## src/rtl/debug_reg_dump_if.sv

```systemverilog
// Byte stream from the register dump unit to the debug UART transmitter.
// A byte moves on a rising edge where tx_valid and tx_ready are both high.
interface debug_reg_dump_if;
    logic [7:0] tx_data;
    logic       tx_valid;
    logic       tx_ready;

    modport master (
        output tx_data,
        output tx_valid,
        input  tx_ready
    );

    modport slave (
        input  tx_data,
        input  tx_valid,
        output tx_ready
    );
endinterface

```

## src/rtl/debug_reg_dump.sv

```systemverilog
// Debug register-file dump: walks registers 0..CELDAS-1 through the register
// file read port and serializes each word MSB byte first onto a valid/ready
// byte stream toward the debug UART transmitter.
module debug_reg_dump #(
    parameter int NBITS  = 32,
    parameter int REGS   = 5,
    parameter int CELDAS = 32,
    parameter int RD_LAT = 1
) (
    input  logic                i_clk,
    input  logic                i_reset_n,
    input  logic                i_Start,
    output logic                o_Busy,
    output logic [REGS-1:0]     o_RegAddr,
    input  logic [NBITS-1:0]    i_RegData,
    debug_reg_dump_if.master    tx,
    output logic                o_Done
);

    localparam int BYTES = NBITS / 8;
    localparam int BCW   = (BYTES > 1) ? $clog2(BYTES) : 1;
    localparam int WCW   = $clog2(RD_LAT + 2);

    localparam logic [REGS-1:0] LAST_REG  = REGS'(CELDAS - 1);
    localparam logic [REGS-1:0] REG_ZERO  = REGS'(0);
    localparam logic [REGS-1:0] REG_ONE   = REGS'(1);
    localparam logic [BCW-1:0]  LAST_BYTE = BCW'(BYTES - 1);
    localparam logic [BCW-1:0]  BYTE_ZERO = BCW'(0);
    localparam logic [BCW-1:0]  BYTE_ONE  = BCW'(1);
    localparam logic [WCW-1:0]  WAIT_LOAD = WCW'(RD_LAT + 1);
    localparam logic [WCW-1:0]  WAIT_ZERO = WCW'(0);
    localparam logic [WCW-1:0]  WAIT_ONE  = WCW'(1);

    // Reject geometries that cannot be serialized or addressed.
    if (NBITS % 8 != 0) begin : g_bad_nbits
        $error("debug_reg_dump: NBITS must be a multiple of 8");
    end
    if (CELDAS > (2 ** REGS)) begin : g_bad_celdas
        $error("debug_reg_dump: CELDAS exceeds the register address space");
    end

    typedef enum logic [2:0] {
        S_IDLE = 3'd0,
        S_ADDR = 3'd1,
        S_WAIT = 3'd2,
        S_SEND = 3'd3,
        S_DONE = 3'd4
    } state_t;

    state_t            state_q;
    logic [REGS-1:0]   reg_cnt_q;
    logic [BCW-1:0]    byte_cnt_q;
    logic [WCW-1:0]    wait_cnt_q;
    logic [NBITS-1:0]  shift_q;
    logic              busy_q;
    logic [REGS-1:0]   reg_addr_q;
    logic [7:0]        tx_data_q;
    logic              tx_valid_q;
    logic              done_q;

    // Dump sequencer: address, wait for read data, capture, stream bytes.
    always_ff @(posedge i_clk or negedge i_reset_n) begin
        if (!i_reset_n) begin
            state_q    <= S_IDLE;
            reg_cnt_q  <= REG_ZERO;
            byte_cnt_q <= BYTE_ZERO;
            wait_cnt_q <= WAIT_ZERO;
            shift_q    <= {NBITS{1'b0}};
            busy_q     <= 1'b0;
            reg_addr_q <= REG_ZERO;
            tx_data_q  <= 8'h00;
            tx_valid_q <= 1'b0;
            done_q     <= 1'b0;
        end else begin
            case (state_q)
                S_IDLE: begin
                    done_q <= 1'b0;
                    if (i_Start) begin
                        state_q   <= S_ADDR;
                        busy_q    <= 1'b1;
                        reg_cnt_q <= REG_ZERO;
                    end
                end
                S_ADDR: begin
                    reg_addr_q <= reg_cnt_q;
                    wait_cnt_q <= WAIT_LOAD;
                    state_q    <= S_WAIT;
                end
                S_WAIT: begin
                    wait_cnt_q <= wait_cnt_q - WAIT_ONE;
                    // Counter hits zero on this edge: read data is now valid.
                    if (wait_cnt_q == WAIT_ONE) begin
                        shift_q    <= i_RegData << 4'd8;
                        tx_data_q  <= i_RegData[NBITS-1 -: 8];
                        tx_valid_q <= 1'b1;
                        byte_cnt_q <= BYTE_ZERO;
                        state_q    <= S_SEND;
                    end
                end
                S_SEND: begin
                    // Without ready, data and valid simply hold.
                    if (tx.tx_ready) begin
                        byte_cnt_q <= byte_cnt_q + BYTE_ONE;
                        if (byte_cnt_q == LAST_BYTE) begin
                            tx_valid_q <= 1'b0;
                            if (reg_cnt_q == LAST_REG) begin
                                state_q    <= S_DONE;
                                done_q     <= 1'b1;
                                busy_q     <= 1'b0;
                                reg_addr_q <= REG_ZERO;
                            end else begin
                                reg_cnt_q <= reg_cnt_q + REG_ONE;
                                state_q   <= S_ADDR;
                            end
                        end else begin
                            tx_data_q <= shift_q[NBITS-1 -: 8];
                            shift_q   <= shift_q << 4'd8;
                        end
                    end
                end
                S_DONE: begin
                    done_q  <= 1'b0;
                    state_q <= S_IDLE;
                end
                default: begin
                    state_q    <= S_IDLE;
                    busy_q     <= 1'b0;
                    reg_addr_q <= REG_ZERO;
                    tx_valid_q <= 1'b0;
                    done_q     <= 1'b0;
                end
            endcase
        end
    end

    assign o_Busy      = busy_q;
    assign o_RegAddr   = reg_addr_q;
    assign o_Done      = done_q;
    assign tx.tx_data  = tx_data_q;
    assign tx.tx_valid = tx_valid_q;

endmodule

```

## src/flat_wrapper.sv

```systemverilog
// flat-port wrapper written by rule: the top's interface ports become plain ports
module debug_reg_dump_flat 
#(
    parameter int NBITS  = 32,
    parameter int REGS   = 5,
    parameter int CELDAS = 32,
    parameter int RD_LAT = 1
)
  (i_clk, i_reset_n, i_Start, o_Busy, o_RegAddr, i_RegData, o_Done, tx_tx_data, tx_tx_valid, tx_tx_ready);
  debug_reg_dump_if tx_i ();
  input  logic i_clk;
  input  logic i_reset_n;
  input  logic i_Start;
  output logic o_Busy;
  output logic [REGS-1:0] o_RegAddr;
  input  logic [NBITS-1:0] i_RegData;
  output logic o_Done;
  output wire logic [$bits(tx_i.tx_data)-1:0] tx_tx_data;
  output wire logic [$bits(tx_i.tx_valid)-1:0] tx_tx_valid;
  input wire logic [$bits(tx_i.tx_ready)-1:0] tx_tx_ready;
  assign tx_tx_data = tx_i.tx_data;
  assign tx_tx_valid = tx_i.tx_valid;
  assign tx_i.tx_ready = tx_tx_ready;
  debug_reg_dump #(.NBITS(NBITS), .REGS(REGS), .CELDAS(CELDAS), .RD_LAT(RD_LAT)) u_core (.i_clk(i_clk), .i_reset_n(i_reset_n), .i_Start(i_Start), .o_Busy(o_Busy), .o_RegAddr(o_RegAddr), .i_RegData(i_RegData), .tx(tx_i), .o_Done(o_Done));
endmodule
```

## config.mk

```make
export PLATFORM = sky130hd
export DESIGN_NAME = debug_reg_dump_flat
export DESIGN_NICKNAME = d
export VERILOG_FILES = /design/src/rtl/debug_reg_dump_if.sv /design/src/rtl/debug_reg_dump.sv /design/src/flat_wrapper.sv
export SDC_FILE = /design/constraint.sdc
export NUM_CORES = 1
export LEC_CHECK = 0
export BUFFER_PORTS_ARGS = -buffer_cell sky130_fd_sc_hd__buf_4
export CORE_ASPECT_RATIO = 0.9
export CORE_MARGIN = 5
export CORE_UTILIZATION = 25
export DETAILED_ROUTE_END_ITERATION = 7
export GPL_ROUTABILITY_DRIVEN = 0
export HOLD_SLACK_MARGIN = 0.05
export REMOVE_ABC_BUFFERS = 1
export SLEW_MARGIN = 20
export SYNTH_ARGS = -nofsm -noshare
export SYNTH_HDL_FRONTEND = slang
export SYNTH_SLANG_ARGS = --single-unit
```

## constraint.sdc

```tcl
create_clock -name i_clk -period 4 [get_ports i_clk]
set_clock_uncertainty 0.1 [all_clocks]
set_input_delay 0.4 -clock i_clk [delete_from_list [all_inputs] [get_ports i_clk]]
set_output_delay 0.4 -clock i_clk [all_outputs]
set_load 0.01 [all_outputs]
```

==> results.sh, run 1 <==
export IMPL_combPwrFrac_pct=42.8
export IMPL_grt_ovfl_total=0
export IMPL_ant_nets=0
export IMPL_worstMarginPinSlew_ps=876
export IMPL_endpoint_kind="register"
export IMPL_power_leakage_nw=1.38
export IMPL_dp_cells=402
export IMPL_rrSetupSlack_ps=1600
export IMPL_rows=34
export IMPL_async_flop_share_pct=100
export IMPL_synthMuxAreaShare_pct=10.6
export IMPL_nets=323
export IMPL_whs_ps=31.4
export IMPL_synth_simple_area_share_pct=12.0
export IMPL_cts_clk_slew_worst_paths_ps=100
export IMPL_io_buffer_count=51
export IMPL_vias=1823
export IMPL_cts_tree="yes"
export IMPL_layout_commonest_cell="buf_4"
export IMPL_final_cell_mix="53 x buf_4, 52 x dfrtp_1, 30 x a21oi_1"
export IMPL_wl_per_cell_um=12.7
export IMPL_area_growth_pct=22.9
export IMPL_synth_edf_count=0
export IMPL_synth_seq_area_share_pct=53.2
export IMPL_drc=0
export IMPL_routed_via_density=4.45
export IMPL_hold_viol=0
export IMPL_nFillCells=1026
export IMPL_path_cells="ha_1 -> nand3b_1 -> a21boi_4 -> buf_4 -> nand3_1 -> o21ai_1"
export IMPL_powerDensity_nw_per_um2=699
export IMPL_synth_cell_type_count=34
export IMPL_tns_ps=0
export IMPL_relSlewSlack_pct=41.4
export IMPL_slowest_delay_ps=720
export IMPL_cts_resized=0
export IMPL_post_cts_buffers=0
export IMPL_fp_dieArea_um2=11900
export IMPL_synthesis_instances=238
export IMPL_vdd_ir_drop_max_mv=0.319
export IMPL_core_um2=9610
export IMPL_cp_top_family="compound AO/OA/AOI/OAI gates"
export IMPL_yosysWarnings=0
export IMPL_drv_cap=0
export IMPL_synthAdderAreaFrac_pct=2.05
export IMPL_p_switching_mw=0.801
export IMPL_grtUsageTotal_pct=9.03
export IMPL_setup_worst_path_class="reg -> reg"
export IMPL_drive_above_1_share_pct=22.5
export IMPL_io_pins=52
export IMPL_path_buf_inv=1
export IMPL_hp_class="in -> async"
export IMPL_r2r_start="u_core.byte_cnt_q[0]$_DFFE_PN0P_"
export IMPL_cts_root_buf="clkbuf_8"
export IMPL_clockPowerShare_pct=14.8
export IMPL_clockBufferDepth=2
export IMPL_diodes=0
export IMPL_fmax_ghz=0.417
export IMPL_cpMaxStageDelayCell="a21boi_4"
export IMPL_run_status="finished clean"
export IMPL_grt_max_degree=53
export IMPL_grt_pass1_wl_um=8870
export IMPL_setup_viol=0
export IMPL_reg2reg_depth=6
export IMPL_crit_fanout=38
export IMPL_fin_crit_ps=2400
export IMPL_dpl_hpwl_um=3650
export IMPL_synth_compound_gate_area_share_pct=16.3
export IMPL_seq_power_share_pct=42.4
export IMPL_ys_flop_type="dfrtp_1"
export IMPL_crit_arrival_ps=2530
export IMPL_r2r_end="u_core.shift_q[10]$_DFFE_PN0P_"
export IMPL_internal_power_mw=1.30
export IMPL_synth_xor_xnor_area_share_pct=0
export IMPL_syn_area_um2=2450
export IMPL_fp_dieW_um=114
export IMPL_switching_share_pct=38.1
export IMPL_startpoint_type="register"
export IMPL_finalNonFillerCells=410
export IMPL_avgSynthCellArea_um2=10.3
export IMPL_utilization_pct=31.3
export IMPL_fin_crit_sh_pct=60.0
export IMPL_seq_area_um2=1300
export IMPL_drv_slew=0
export IMPL_die_h_um=104
export IMPL_ctsHoldBuffers=0
export IMPL_grt_pass1_vias=1777
export IMPL_drt_iter0_drc=77
export IMPL_synth_top_family_by_area="compound AO/OA/AOI/OAI gates"
export IMPL_multi_input_comb_area_um2=1010
export IMPL_cts_sinks=52
export IMPL_antenna_found_initial=0
export IMPL_ys_seq_elements=52
export IMPL_drt_wl_total_um=5200
export IMPL_clock_latency_ps=300
export IMPL_start_util_pct=25.4
export IMPL_rsz0062_at_grt="false"
export IMPL_htree_levels=2
export IMPL_dr_pass1_iters=6
export IMPL_required_ps=4130
export IMPL_crit_start="u_core.byte_cnt_q[0]$_DFFE_PN0P_"
export IMPL_cts_buffers=5
[synth_stat cells (2+ instances only)]
| master | n | area share [%] |
|---|---|---|
| o21ai_0 | 9 | 1.8 |
| nor2b_1 | 2 | 0.51 |
| o21ai_1 | 8 | 1.6 |
| nand2b_1 | 2 | 0.51 |
| nor2_1 | 28 | 4.3 |
| inv_1 | 11 | 1.7 |
| dfrtp_1 | 52 | 53 |
| a31oi_1 | 2 | 0.51 |
| or3_1 | 2 | 0.51 |
| a22o_1 | 7 | 2.5 |
| nand2_1 | 12 | 1.8 |
| nand3_1 | 9 | 1.8 |
| clkbuf_1 | 2 | 0.31 |
| ha_1 | 4 | 2.0 |
| buf_4 | 4 | 1.2 |
| nor3_1 | 2 | 0.41 |
| nand3b_1 | 2 | 0.61 |
| mux2i_1 | 26 | 11 |
| buf_6 | 3 | 1.4 |
| buf_2 | 6 | 1.2 |
| a21oi_1 | 30 | 6.1 |
| a21o_1 | 2 | 0.61 |
| a41oi_1 | 2 | 0.72 |
[cell type report]
cell class                      instances  area share, %
Inverter                               11           1.37
Timing Repair Buffer                   53           13.2
Clock buffer                            7           2.87
Tap cell                              126           5.25
Clock inverter                          1          0.250
Sequential cell                        52           43.3
Multi-Input combinational cell        160           33.7
[metal layers]
metal | up-vias | GRT usage [%] | wire [µm]
met5 | - | 0 | 0
met2 | 49 | 13.0 | 2330
li1 | 924 | - | -
met3 | 8 | 2.74 | 310
met4 | 0 | 2.37 | 60
met1 | 842 | 13.1 | 2500
[worst max-delay path by stage]
stage,endpoint,cells after the start,slack [ps]
2_1_floorplan,u_core.shift_q[10]$_DFFE_PN0P_,5,460
3_3_place_gp,u_core.shift_q[10]$_DFFE_PN0P_,6,1620
3_5_place_dp,u_core.shift_q[10]$_DFFE_PN0P_,6,1570
4_1_cts,u_core.shift_q[10]$_DFFE_PN0P_,6,1550
5_1_grt,u_core.shift_q[10]$_DFFE_PN0P_,6,1360
6_report,u_core.shift_q[10]$_DFFE_PN0P_,6,1600
[through the flow]
stage / area [µm²] / setup WS [ps] / power (mW)
2_1_floorplan: 2340 / 457 / 1.53
3_3_place_gp: 2910 / 1620 / 1.79
3_5_place_dp: 2910 / 1570 / 1.82
4_1_cts: 3010 / 1550 / 2.14
5_1_grt: 3010 / 1360 / 2.29
6_report: 3010 / 1600 / 2.10
[kinds of logic (layout without fill, tap and decap cells)]
family / Yosys count / count (layout)
fa+ha+maj: 4 / 4
simple gates: 63 / 63
compound gates: 67 / 67
flops: 52 / 52
buf+inv: 26 / 72
mux: 26 / 26
[registers in the layout, summed over array words and instances, names as in the netlist]
signal	cells
u_core.state_q	3
u_core.wait_cnt_q	2
u_core.o_Done	1
u_core.tx.tx_data	8
u_core.byte_cnt_q	2
u_core.tx.tx_valid	1
u_core.o_RegAddr	5
u_core.shift_q	24
u_core.reg_cnt_q	5
u_core.o_Busy	1
[power by group through the flow]
stage          sequential, mW  combinational [mW]  clock [mW]
6_report                0.891               0.898       0.311
5_1_grt                 0.924                1.01       0.353
4_1_cts                 0.891               0.918       0.330
3_5_place_dp            0.901               0.915           0
3_3_place_gp            0.895               0.891           0
2_1_floorplan           0.894               0.637           0
No activity file was read; power rests on OpenSTA's default activity.
==> run 2: changes to the inputs <==
ABC_AREA = 1   (was default)
clock period = 2.5 ns   (was 4 ns; I/O delays follow)
==> run 2 against run 1 <==
Clock power up 120%; first-iteration DRC count up 40%; die area up 12%; area after synthesis up 13%; register-to-register slack worse by 1000 ps; core utilization up 0.13 points; hold slack better by 120 ps; critical path depth up 2; flip-flop and latch count unchanged; setup slack worse by 1000 ps; largest power group unchanged.
==> results.sh, run 2 <==
export IMPL_run_status="finished clean"
export IMPL_crit_fanout=7
export IMPL_internal_power_mw=2.08
export IMPL_nets=458
export IMPL_startpoint_type="register"
export IMPL_p_total_mw=3.53
export IMPL_cts_root_buf="clkbuf_16"
export IMPL_cts_sinks=52
export IMPL_fin_crit_sh_pct=76.7
export IMPL_grt_max_degree=53
export IMPL_post_cts_buffers=0
export IMPL_power_leakage_nw=1.93
export IMPL_start_util_pct=25.5
export IMPL_endpoint_kind="register"
export IMPL_antenna_found_initial=0
export IMPL_syn_area_um2=2770
export IMPL_synth_edf_count=0
export IMPL_ant_nets=0
export IMPL_dpl_hpwl_um=4420
export IMPL_switching_share_pct=41.1
export IMPL_cts_clk_slew_worst_paths_ps=70
export IMPL_p_switching_mw=1.45
export IMPL_seq_power_share_pct=37.6
export IMPL_io_pins=52
export IMPL_vdd_ir_drop_max_mv=0.341
export IMPL_synthesis_instances=371
export IMPL_worst_slack_ps=581
export IMPL_avgSynthCellArea_um2=7.47
export IMPL_grtUsageTotal_pct=9.54
export IMPL_ys_flop_type="dfrtp_1"
export IMPL_multi_input_comb_area_um2=1270
export IMPL_placed_area_um2=3250
export IMPL_yosysMostFrequentCell="nand2_1"
export IMPL_rsz0062_at_grt="false"
export IMPL_largest_reg_flops=24
export IMPL_core_um2=10900
export IMPL_seq_area_um2=1300
export IMPL_yosysWarnings=0
export IMPL_rows=36
export IMPL_cts_buffers=5
export IMPL_htree_levels=2
export IMPL_design_area_um2=3410
export IMPL_drive_above_1_share_pct=19.8
export IMPL_top_register="u_core.shift_q"
export IMPL_io_buffer_count=51
export IMPL_required_ps=2610
export IMPL_grt_ovfl_total=0
export IMPL_hold_viol=0
export IMPL_clockBufferDepth=2
export IMPL_rrSetupSlack_ps=580
export IMPL_layout_commonest_cell="nand2_1"
export IMPL_drc=0
export IMPL_combPwrFrac_pct=42.9
export IMPL_cts_tree="yes"
export IMPL_wl_per_cell_um=10.7
export IMPL_final_cell_mix="210 x nand2_1, 53 x buf_4, 52 x dfrtp_1"
export IMPL_synth_seq_area_share_pct=46.9
export IMPL_fp_dieArea_um2=13300
export IMPL_routed_via_density=4.01
export IMPL_drv_slew=0
export IMPL_synth_top_cell_area_share_pct=46.9
export IMPL_die_h_um=110
export IMPL_synthTopCellsByArea="dfrtp_1 47%, nand2_1 28%, inv_1 3.0%"
export IMPL_place_ws_ps=621
export IMPL_tns_ps=0
export IMPL_vias=2287
export IMPL_relSlewSlack_pct=56.7
export IMPL_synth_top_area_cell="dfrtp_1"
export IMPL_powerDensity_nw_per_um2=1030
export IMPL_ys_seq_elements=52
export IMPL_area_growth_pct=22.9
export IMPL_nFillCells=1189
export IMPL_synth_cell_type_count=27
export IMPL_dr_pass1_iters=4
export IMPL_hp_class="in -> reg"
export IMPL_clock_latency_ps=290
export IMPL_fp_dieW_um=121
export IMPL_setup_worst_path_class="reg -> reg"
export IMPL_diodes=0
export IMPL_async_flop_share_pct=100
export IMPL_worstMarginPinSlew_ps=649
export IMPL_drv_cap=0
export IMPL_crit_arrival_ps=2030
export IMPL_grt_pass1_wl_um=10100
export IMPL_clockPowerShare_pct=19.5
export IMPL_fmax_ghz=0.521
export IMPL_drt_iter0_drc=108
export IMPL_drt_wl_total_um=6100
export IMPL_setup_viol=0
export IMPL_grt_pass1_vias=2103
export IMPL_fin_crit_ps=1920
export IMPL_synth_common_cells="210 x nand2_1, 52 x dfrtp_1, 22 x inv_1"
## run 2: cell count changes after synthesis, moves of 4 or more
cell     before  now
nand2_1      12  210
nand2_2       0   11
nor2_1       28   16
a22o_1        7    0
nand2_4       0    4
a21oi_1      30    5
inv_1        11   22
o21ai_1       8    0
mux2i_1      26    0
nand4_1       0    4
## run 2: power groups by stage
stage	combinational, mW	sequential (mW)	clock, mW
6_report	1.51	1.33	0.687
2_1_floorplan	1.05	1.34	0
4_1_cts	1.55	1.33	0.706
3_3_place_gp	1.51	1.33	0
3_5_place_dp	1.54	1.34	0
5_1_grt	1.76	1.37	0.741
## run 2: cell families (layout without fill, tap and decap cells)
family / count (synthesis) / after routing / synth area share, %
buffers and inverters: 37 / 85 / 7.49
adder cells (fa/ha/maj): 4 / 4 / 1.81
AO/OA/AOI/OAI: 17 / 17 / 3.11
XOR/XNOR: 2 / 2 / 0.632
flip-flops: 52 / 52 / 46.9
AND/OR/NAND/NOR: 259 / 259 / 40.0
## run 2: what timing repair did
action / CTS / global route
resized for setup: 0 / 0
hold endpoints to repair: 52 / 0
hold buffers: 1 / 0
## run 2: layer usage
layer	wire [µm]	up-vias	GRT usage [%]
li1	-	1219	-
met1	2960	1027	13.2
met2	2850	36	14.9
met3	211	5	1.85
met4	78	0	3.40
met5	0	-	0
## run 2: cell type report
class,count,area share (%)
Clock buffer,7,4.19
Sequential cell,52,38.2
Tap cell,152,5.58
Timing Repair Buffer,54,12.0
Clock inverter,1,0.220
Inverter,23,2.61
Multi-Input combinational cell,282,37.2
## run 2: worst paths after layout
| kind | start | to | depth (start not counted) |
|---|---|---|---|
| min in group asynchronous | i_reset_n | u_core.o_RegAddr[1]$_DFFE_PN0P_ | 2 |
| setup / recovery | u_core.reg_cnt_q[0]$_DFFE_PN0P_ | u_core.o_Done$_DFFE_PN0P_ | 8 |
| max in group asynchronous | i_reset_n | u_core.shift_q[26]$_DFFE_PN0P_ | 2 |
| hold / removal | i_Start | u_core.o_Busy$_DFFE_PN0P_ | 3 |
| setup reg to reg | u_core.reg_cnt_q[0]$_DFFE_PN0P_ | u_core.o_Done$_DFFE_PN0P_ | 8 |
| hold reg to reg | u_core.shift_q[26]$_DFFE_PN0P_ | u_core.shift_q[26]$_DFFE_PN0P_ | 2 |
## run 2: stage by stage
| step | instances | hold WS [ps] | util [%] |
|---|---|---|---|
| after floorplan | 357 | -146 | - |
| after global placement | 562 | 230 | 29.9 |
| after detailed placement | 562 | 225 | 29.9 |
| after CTS | 571 | 144 | 31.4 |
| after global routing | 571 | 169 | 31.4 |
| final | 571 | 147 | 31.4 |
## run 2: worst max-delay path, stage by stage, from the launching register on
cell and delay (ps):
dfrtp_1 410, ha_1 230, and3_1 190, ha_1 200, nand2_1 100, nor2_1 50, nor2_1 310, o21ai_0 160
o21ai_0 90
==> run 3: changes to the inputs <==
clock period = 1.85 ns   (was 2.5 ns; I/O delays follow)
==> run 3 against run 2 <==
Flip-flop and latch count is the same; combinational power increased by 45%; sequential power grew 34%; global-route usage is 0.076 points higher; routed wire length grew 3.0%; total power rose by 42%; setup slack got worse by 430 ps.
==> results.sh, run 3 (synthesized netlist as in run 2, its figures left out) <==
export IMPL_setup_viol=0
export IMPL_grtUsageTotal_pct=9.61
export IMPL_largest_reg_flops=24
export IMPL_vdd_ir_drop_max_mv=0.463
export IMPL_relSlewSlack_pct=56.0
export IMPL_grt_pass1_wl_um=10300
export IMPL_powerDensity_nw_per_um2=1420
export IMPL_clockBufferDepth=2
export IMPL_startpoint_type="register"
export IMPL_dp_cells=569
export IMPL_fin_crit_sh_pct=91.8
export IMPL_slowest_delay_ps=390
export IMPL_core_um2=10900
export IMPL_start_util_pct=25.5
export IMPL_power_leakage_nw=1.97
export IMPL_p_switching_mw=2.01
export IMPL_seq_power_share_pct=35.5
export IMPL_crit_fanout=5
export IMPL_layout_commonest_cell="nand2_1"
export IMPL_dr_pass1_iters=4
export IMPL_final_cell_mix="209 x nand2_1, 60 x buf_4, 51 x dfrtp_1"
export IMPL_place_ws_ps=7.27
export IMPL_die_h_um=110
export IMPL_drt_wl_total_um=6280
export IMPL_tns_ps=0
export IMPL_combPwrFrac_pct=43.8
export IMPL_setup_worst_path_class="reg -> reg"
export IMPL_antenna_found_initial=0
export IMPL_crit_arrival_ps=1780
export IMPL_cts_clk_slew_worst_paths_ps=70
export IMPL_grt_pass1_vias=2177
export IMPL_cpMaxStageDelayCell="dfrtp_1"
export IMPL_ant_nets=0
export IMPL_dpl_hpwl_um=4560
export IMPL_htree_levels=2
export IMPL_cts_buffers=5
export IMPL_required_ps=1930
export IMPL_fp_dieW_um=121
export IMPL_grt_max_degree=53
export IMPL_io_buffer_count=51
export IMPL_area_growth_pct=27.1
export IMPL_fin_crit_ps=1700
export IMPL_cts_tree="yes"
export IMPL_cts_sinks=52
export IMPL_p_total_mw=5.01
export IMPL_diodes=0
export IMPL_drc=0
export IMPL_vias=2339
export IMPL_clockPowerShare_pct=20.7
export IMPL_path_cells="ha_2 -> and3_4 -> ha_4 -> inv_1 -> nand2_2 -> nand2_1 -> nand4_1 -> nand2_1 -> nand2_1"
export IMPL_placed_area_um2=3310
export IMPL_switching_share_pct=40.1
export IMPL_worst_slack_ps=152
export IMPL_internal_power_mw=3.00
export IMPL_hp_class="in -> reg"
export IMPL_fp_dieArea_um2=13300
export IMPL_rows=36
export IMPL_cts_root_buf="clkbuf_16"
export IMPL_clock_latency_ps=290
export IMPL_wl_per_cell_um=10.9
export IMPL_drt_iter0_drc=134
export IMPL_hold_viol=0
export IMPL_endpoint_kind="register"
export IMPL_worstMarginPinSlew_ps=660
export IMPL_finalNonFillerCells=579
export IMPL_io_pins=52
export IMPL_drv_slew=0
export IMPL_drv_cap=0
export IMPL_design_area_um2=3520
export IMPL_routed_via_density=4.04
export IMPL_run_status="finished clean"
export IMPL_nets=466
export IMPL_fmax_ghz=0.589
export IMPL_top_register="u_core.shift_q"
export IMPL_crit_path_frequent_cell="nand2_1"
export IMPL_drive_above_1_share_pct=23.0
export IMPL_grt_ovfl_total=0
## run 3: power by group through the flow
stage	clock network, mW	logic (mW)	registers [mW]
floorplan	0	1.42	1.81
global placement	0	2.17	1.79
detailed placement	0	2.21	1.80
CTS	1.06	2.22	1.78
global route	1.10	2.54	1.83
finish	1.04	2.19	1.78
## run 3: per-layer routing
| metal | wire length, µm | track usage (%) | vias to the layer above | part of all wire [%] |
|---|---|---|---|---|
| met1 | 3000 | 12.8 | 1053 | 48 |
| met5 | 0 | 0 | - | 0 |
| met2 | 3000 | 15.8 | 46 | 48 |
| met3 | 212 | 2.06 | 6 | 3.4 |
| met4 | 70 | 2.83 | 0 | 1.1 |
| li1 | - | - | 1234 | - |
## run 3: final timing paths
| path | from | endpoint | slack (ps) | cells past startpoint |
|---|---|---|---|---|
| max in group asynchronous | i_reset_n | u_core.state_q[1]$_DFFE_PN0P_ | 810 | 2 |
| hold / removal | i_Start | u_core.o_Busy$_DFFE_PN0P_ | 70 | 3 |
| setup reg to reg | u_core.reg_cnt_q[1]$_DFFE_PN0P_ | u_core.reg_cnt_q[1]$_DFFE_PN0P_ | 150 | 9 |
| setup / recovery | u_core.reg_cnt_q[1]$_DFFE_PN0P_ | u_core.reg_cnt_q[1]$_DFFE_PN0P_ | 150 | 9 |
| min in group asynchronous | i_reset_n | u_core.o_RegAddr[2]$_DFFE_PN0P_ | 370 | 2 |
| hold reg to reg | u_core.shift_q[14]$_DFFE_PN0P_ | u_core.shift_q[14]$_DFFE_PN0P_ | 370 | 2 |
## run 3: timing repair
item                                    CTS  global route
hold buffers                              1             0
pin swaps                                 0             5
endpoints found under the hold margin    52             0
endpoints found under the setup margin    2            14
resized for setup                         1             6
setup buffers                             0             1
cloned                                    0             0
## run 3: cell type report
type                       instances  area, µm²
clock buffer                       5        125
fill                            1155       7330
multi-input combinational        282       1290
clock inverter                     3       42.5
inverter                          23       88.8
sequential                        52       1300
timing repair buffer              62        480
tap                              152        190
## run 3: critical path: cells and delay by family, from the launching register on
family | cells | cell delay, ps
DFF | 1 | 390
adders and majority gates | 2 | 360
and+or+nand+nor | 6 | 690
buffers and inverters | 1 | 60
## run 3: metrics by stage
step	hold slack (ps)	util (%)
after floorplan	-211	-
after global placement	157	30.5
after detailed placement	162	30.5
after CTS	70.2	32.2
after global routing	89.7	32.5
final	72.4	32.5
